`config.mk`:
```
export PLATFORM = sky130hd
export DESIGN_NAME = tl_clint_device
export DESIGN_NICKNAME = d
export VERILOG_FILES = /design/src/rtl/tl_clint_device_pkg.sv /design/src/rtl/tl_clint_device.sv
export SDC_FILE = /design/constraint.sdc
export NUM_CORES = 1
export LEC_CHECK = 0
export ABC_AREA = 1
export BUFFER_PORTS_ARGS = -buffer_cell sky130_fd_sc_hd__buf_2
export CORE_MARGIN = 2
export CORE_UTILIZATION = 55
export DETAILED_ROUTE_END_ITERATION = 12
export PLACE_DENSITY = 0.79
export SETUP_SLACK_MARGIN = 0.1
export SLEW_MARGIN = 10
export SYNTH_ARGS = -nofsm -noshare
export SYNTH_HDL_FRONTEND = slang
export SYNTH_SLANG_ARGS = --single-unit
export TNS_END_PERCENT = 5
```
`constraint.sdc`:
```
create_clock -name clk_i -period 5.2 [get_ports clk_i]
set_input_delay 1.04 -clock clk_i [delete_from_list [all_inputs] [get_ports clk_i]]
set_output_delay 1.04 -clock clk_i [all_outputs]
set_load 0.1 [all_outputs]
```
`src/rtl/tl_clint_device_pkg.sv`:
```
// Shared constants for the TileLink CLINT slave: register offsets, TL opcodes
// and the byte-lane merge used by every writable register.
package tl_clint_device_pkg;

  localparam logic [15:0] OFF_MSIP     = 16'h0000;
  localparam logic [15:0] OFF_MTIMECMP = 16'h4000;
  localparam logic [15:0] OFF_MTIME    = 16'hBFF8;

  typedef enum logic [2:0] {
    TL_PUT_FULL    = 3'd0,
    TL_PUT_PARTIAL = 3'd1,
    TL_GET         = 3'd4
  } tl_a_op_e;

  typedef enum logic [2:0] {
    TL_ACCESS_ACK      = 3'd0,
    TL_ACCESS_ACK_DATA = 3'd1
  } tl_d_op_e;

  function automatic logic [63:0] merge_bytes(input logic [63:0] old_v,
                                              input logic [63:0] new_v,
                                              input logic [7:0]  mask);
    logic [63:0] r;
    for (int i = 0; i < 8; i++) begin
      r[i*8 +: 8] = mask[i] ? new_v[i*8 +: 8] : old_v[i*8 +: 8];
    end
    return r;
  endfunction

endpackage

```
`src/rtl/tl_clint_device.sv`:
```
// TileLink-UL CLINT slave: msip, mtimecmp and a free-running mtime, one
// outstanding request, single-cycle response latency.
module tl_clint_device
  import tl_clint_device_pkg::*;
#(
  parameter int DataWidth   = 64,
  parameter int AddrWidth   = 56,
  parameter int SourceWidth = 4,
  parameter int SinkWidth   = 1
) (
  input  logic                   clk_i,
  input  logic                   rst_i,
  input  logic                   tick_i,
  input  logic                   a_valid_i,
  output logic                   a_ready_o,
  input  logic [2:0]             a_opcode_i,
  input  logic [2:0]             a_param_i,
  input  logic [1:0]             a_size_i,
  input  logic [SourceWidth-1:0] a_source_i,
  input  logic [AddrWidth-1:0]   a_address_i,
  input  logic [7:0]             a_mask_i,
  input  logic                   a_corrupt_i,
  input  logic [63:0]            a_data_i,
  output logic                   d_valid_o,
  input  logic                   d_ready_i,
  output logic [2:0]             d_opcode_o,
  output logic [1:0]             d_param_o,
  output logic [1:0]             d_size_o,
  output logic [SourceWidth-1:0] d_source_o,
  output logic [SinkWidth-1:0]   d_sink_o,
  output logic                   d_denied_o,
  output logic                   d_corrupt_o,
  output logic [63:0]            d_data_o,
  output logic                   irq_software_m_o,
  output logic                   irq_timer_m_o
);

  if (DataWidth != 64) begin : g_bad_data_width
    $error("tl_clint_device supports only DataWidth = 64");
  end

  logic [63:0]            mtime_q, mtime_d, mtimecmp_q, mtimecmp_d;
  logic                   msip_q, msip_d, irq_timer_q, irq_timer_d;
  logic                   d_valid_q, d_valid_d;
  tl_d_op_e               d_opcode_q, d_opcode_d;
  logic [1:0]             d_size_q, d_size_d;
  logic [SourceWidth-1:0] d_source_q, d_source_d;
  logic                   d_denied_q, d_denied_d;
  logic [63:0]            d_data_q, d_data_d;

  logic [15:0] offset;
  logic        hit_msip, hit_cmp, hit_mtime, op_get, op_put, denied;
  logic        a_fire, d_fire;
  logic [63:0] rdata, mtime_inc;

  // Address bits above the 64 KiB window and the byte offset are not decoded.
  logic unused_inputs;
  assign unused_inputs = ^{a_param_i, a_corrupt_i, a_address_i[AddrWidth-1:16],
                           a_address_i[2:0]};

  always_comb begin
    offset    = {a_address_i[15:3], 3'b000};
    hit_msip  = (offset == OFF_MSIP);
    hit_cmp   = (offset == OFF_MTIMECMP);
    hit_mtime = (offset == OFF_MTIME);
    op_get    = (a_opcode_i == TL_GET);
    op_put    = (a_opcode_i == TL_PUT_FULL) || (a_opcode_i == TL_PUT_PARTIAL);
    denied    = !(op_get || op_put) || !(hit_msip || hit_cmp || hit_mtime);
    a_fire    = a_valid_i && !d_valid_q;
    d_fire    = d_valid_q && d_ready_i;

    rdata = '0;
    if (hit_msip)  rdata = {63'd0, msip_q};
    if (hit_cmp)   rdata = mtimecmp_q;
    if (hit_mtime) rdata = mtime_q;

    // A write to mtime overrides only the bytes it touches; others still tick.
    mtime_inc  = tick_i ? mtime_q + 64'd1 : mtime_q;
    mtime_d    = mtime_inc;
    mtimecmp_d = mtimecmp_q;
    msip_d     = msip_q;
    if (a_fire && op_put && !denied) begin
      if (hit_mtime) mtime_d = merge_bytes(mtime_inc, a_data_i, a_mask_i);
      if (hit_cmp)   mtimecmp_d = merge_bytes(mtimecmp_q, a_data_i, a_mask_i);
      if (hit_msip && a_mask_i[0]) msip_d = a_data_i[0];
    end

    irq_timer_d = (mtime_q >= mtimecmp_q);

    d_valid_d  = d_valid_q;
    d_opcode_d = d_opcode_q;
    d_size_d   = d_size_q;
    d_source_d = d_source_q;
    d_denied_d = d_denied_q;
    d_data_d   = d_data_q;
    if (a_fire) begin
      d_valid_d  = 1'b1;
      d_opcode_d = op_get ? TL_ACCESS_ACK_DATA : TL_ACCESS_ACK;
      d_size_d   = a_size_i;
      d_source_d = a_source_i;
      d_denied_d = denied;
      d_data_d   = (op_get && !denied) ? rdata : 64'd0;
    end else if (d_fire) begin
      d_valid_d  = 1'b0;
    end
  end

  always_ff @(posedge clk_i or posedge rst_i) begin
    if (rst_i) begin
      mtime_q     <= 64'd0;
      mtimecmp_q  <= '1;
      msip_q      <= 1'b0;
      irq_timer_q <= 1'b0;
      d_valid_q   <= 1'b0;
    end else begin
      mtime_q     <= mtime_d;
      mtimecmp_q  <= mtimecmp_d;
      msip_q      <= msip_d;
      irq_timer_q <= irq_timer_d;
      d_valid_q   <= d_valid_d;
    end
  end

  // Response payload is only meaningful while d_valid_q is set.
  always_ff @(posedge clk_i) begin
    d_opcode_q <= d_opcode_d;
    d_size_q   <= d_size_d;
    d_source_q <= d_source_d;
    d_denied_q <= d_denied_d;
    d_data_q   <= d_data_d;
  end

  assign a_ready_o        = !d_valid_q;
  assign d_valid_o        = d_valid_q;
  assign d_opcode_o       = d_opcode_q;
  assign d_param_o        = 2'd0;
  assign d_size_o         = d_size_q;
  assign d_source_o       = d_source_q;
  assign d_sink_o         = '0;
  assign d_denied_o       = d_denied_q;
  assign d_corrupt_o      = d_denied_q && (d_opcode_q == TL_ACCESS_ACK_DATA);
  assign d_data_o         = d_data_q;
  assign irq_software_m_o = msip_q;
  assign irq_timer_m_o    = irq_timer_q;

endmodule

```
==> qor.yml <==
run_status:
  status: "finished, final reports clean"
power:
  p_leak_uw: 0.006394
  power_density_nw_per_um2: 276.7
  seq_power_share_pct: 44.8
  intPower_uw: 2790
  p_comb_share_pct: 16.1
  power_frac_clock_pct: 39.1
  power.switching_uw: 1214
  switching_share_pct: 30.32
  max-vdd-ir-drop_v: 0.0002748
clocking:
  clockBufferDepth: 3
  htreeDepth: 1
  clk_pin_slew_worst_paths_ps: 60
  ctsResizeCount: 0
  cts-root-buf: "clkbuf_16"
  ctsHoldBuffers: 0
  cts_tree: "built"
  postCtsSetupRepairBufs: 0
  cts.sinks: 203
  clock_latency_ps: 520
  cts-buffers-inserted: 23
cells_and_area:
  fin_cells: 2097
  multi_input_area_um2: 6106
  drive_above_1_share_pct: 19.48
  n_fill_cell: 1978
  syn2layout_area_growth_pct: 14.42
  regArea_um2: 5520
  nNetsFinal: 2007
  antenna_cells: 0
sta:
  slew_viol_final: 0
  fin_crit_sh_pct: 58.73
  rsz0062_at_grt: "no"
  slew-limit-headroom_pct: 30.37
  tns_ps: 0
  max_freq_ghz: 0.3274
  clock_skew_ps: 13.83
  hold_violations: 0
  layout_min_cycle_time_ps: 3054
  worstMarginPinSlew_ps: 1044
  setup_viol: 0
synth:
  yosys.area.top_type_share_pct: 17.09
  synthMostInstantiatedCell: "nand2_1"
  ys_async_sr_fraction_pct: 64.53
  ys_warn_count: 0
  syn-instance-count: 1622
  synth_common_cells: "516 x nand2_1, 213 x inv_1, 151 x nor2_1"
  synthFlopType: "edfxtp_1"
  ys_top_cells_by_area: "edfxtp_1 17%, nand2_1 15%, dfstp_2 13%"
  synth_cell_type_count: 49
  synth_edf_count: 72
  syn_area_um2: 12650
  yosysTopAreaCell: "edfxtp_1"
  ys_ff_latch: 203
  synth_seq_area_share_pct: 43.64
  syn_avg_cell_area_um2: 7.798
detailed_routing:
  finalWirelength_um: 34470
  ant_nets: 0
  first_pass_iters: 5
  dr_total_vias: 11270
  wl_per_cell_um: 16.44
  drc: 0
  viasPerCell: 5.372
  drt_iter0_drc: 717
grt:
  grt_max_degree: 73
  grt_pass1_vias: 10560
  grt.total_usage_pct: 28.22
  grt_antenna_before_repair: 0
  grt_overflow_total: 0
  grt_pass1_wl_um: 54410
floorplan:
  dieArea_um2: 24230
  initial_utilization_pct: 55.87
  std_cell_rows: 55
  coreArea_um2: 22640
  die_w_um: 155.6
  ios: 228
  fp.dieH_um: 155.6
critical_path:
  cp-start-kind: "input pin"
  critPathMaxFanout: 45
  worstSetupPathType: "input pin to flip-flop"
  cp.required_ps: 5600
  worstPathArrival_ps: 3450
  crit_path_end_kind: "flip-flop"
worst_hold_path:
  hp-class: "flip-flop to flip-flop"
place:
  numPortBuffers: 175
  dpl.cell_count: 2056
  place_congestion: 0.9601
  hpwl_um: 25960
job:
  cap_violations: 0
## worst paths after layout
path	startpoint	end	slack, ps	cells after the start
hold / removal	mtimecmp_q[18]	mtimecmp_q[18]	500	2
setup / recovery	a_address_i[9]	mtime_q[34]	2150	10
min in group asynchronous	rst_i	d_valid_o	630	2
max in group asynchronous	rst_i	mtimecmp_q[42]	3530	3
hold reg to reg	mtimecmp_q[18]	mtimecmp_q[18]	500	2
setup reg to reg	d_valid_o	mtime_q[29]	2670	7
## cells by family after synthesis
family                     synth area share (%)
DFF                                       43.64
and+or+nand+nor                           29.35
xor gates and xnor gates                  1.454
AOI/OAI and AO/OA                         7.568
buffers and inverters                     8.260
muxes                                     3.264
other                                   0.02965
adders and majority gates                 6.430
## registers in the layout (all words and copies together) (netlist names)
signal	count
d_denied_o	1
mtimecmp_q	64
irq_software_m_o	1
d_valid_o	1
d_opcode_o	1
d_source_o	4
mtime_q	64
d_data_o	64
irq_timer_m_o	1
d_size_o	2
## critical path: stages
cell and delay, ps:
buf_2 110, nand4_1 120, nor2_1 60, nand2_2 600
clkinv_2 650, buf_12 370, nand4_2 210, inv_1 90
nand2_1 80, nand2_1 50
## through the flow
step / worst slack [ps] / util, % / area (µm²) / hold slack (ps) / power (µW)
floorplan: 768.2 / - / 12660 / 472.0 / 2311
global placement: 1725 / 60.78 / 13760 / 484.1 / 2450
detailed placement: 1689 / 60.78 / 13760 / 491.1 / 2462
CTS: 2220 / 63.92 / 14470 / 500.2 / 4014
global route: 1965 / 63.92 / 14470 / 523.9 / 4134
finish: 2146 / 63.92 / 14470 / 501.9 / 4004
## power by group through the flow
stage                     sequential (µW)  clock, µW  combinational [µW]
after floorplan                      2070          0                 244
after global routing                 1800       1630                 700
after CTS                            1790       1580                 645
after detailed placement             1820          0                 643
after global placement               1820          0                 633
final                                1790       1570                 645
## area by class of cell
class                      instances  area share (%)
tap                              285           2.464
clock inverter                     4          0.2939
multi-input combinational       1166           42.19
clock buffer                      37           4.617
inverter                         219           5.740
sequential                       203           38.14
timing repair buffer             183           6.553
## cell usage in the layout (no fill, tap or decap), types with 8 or more instances in the layout
cell,count
edfxtp_1,72
dfstp_2,64
nor2_1,151
dfrtp_1,67
xnor2_1,8
o21ai_0,56
clkbuf_16,23
ha_1,65
inv_1,212
nor3_1,10
nand3_1,100
buf_2,175
clkbuf_1,10
o21ai_1,21
mux2_2,34
nand4_1,35
a21oi_1,93
xor2_1,13
nand2_1,515
## layer usage
metal  GRT usage, %  wire length, µm
met5              0                0
met4          5.854              559
met3          3.361             2139
met2          46.08            15780
met1          40.81            15990
Note: power is estimated with default switching activity, not from simulation.
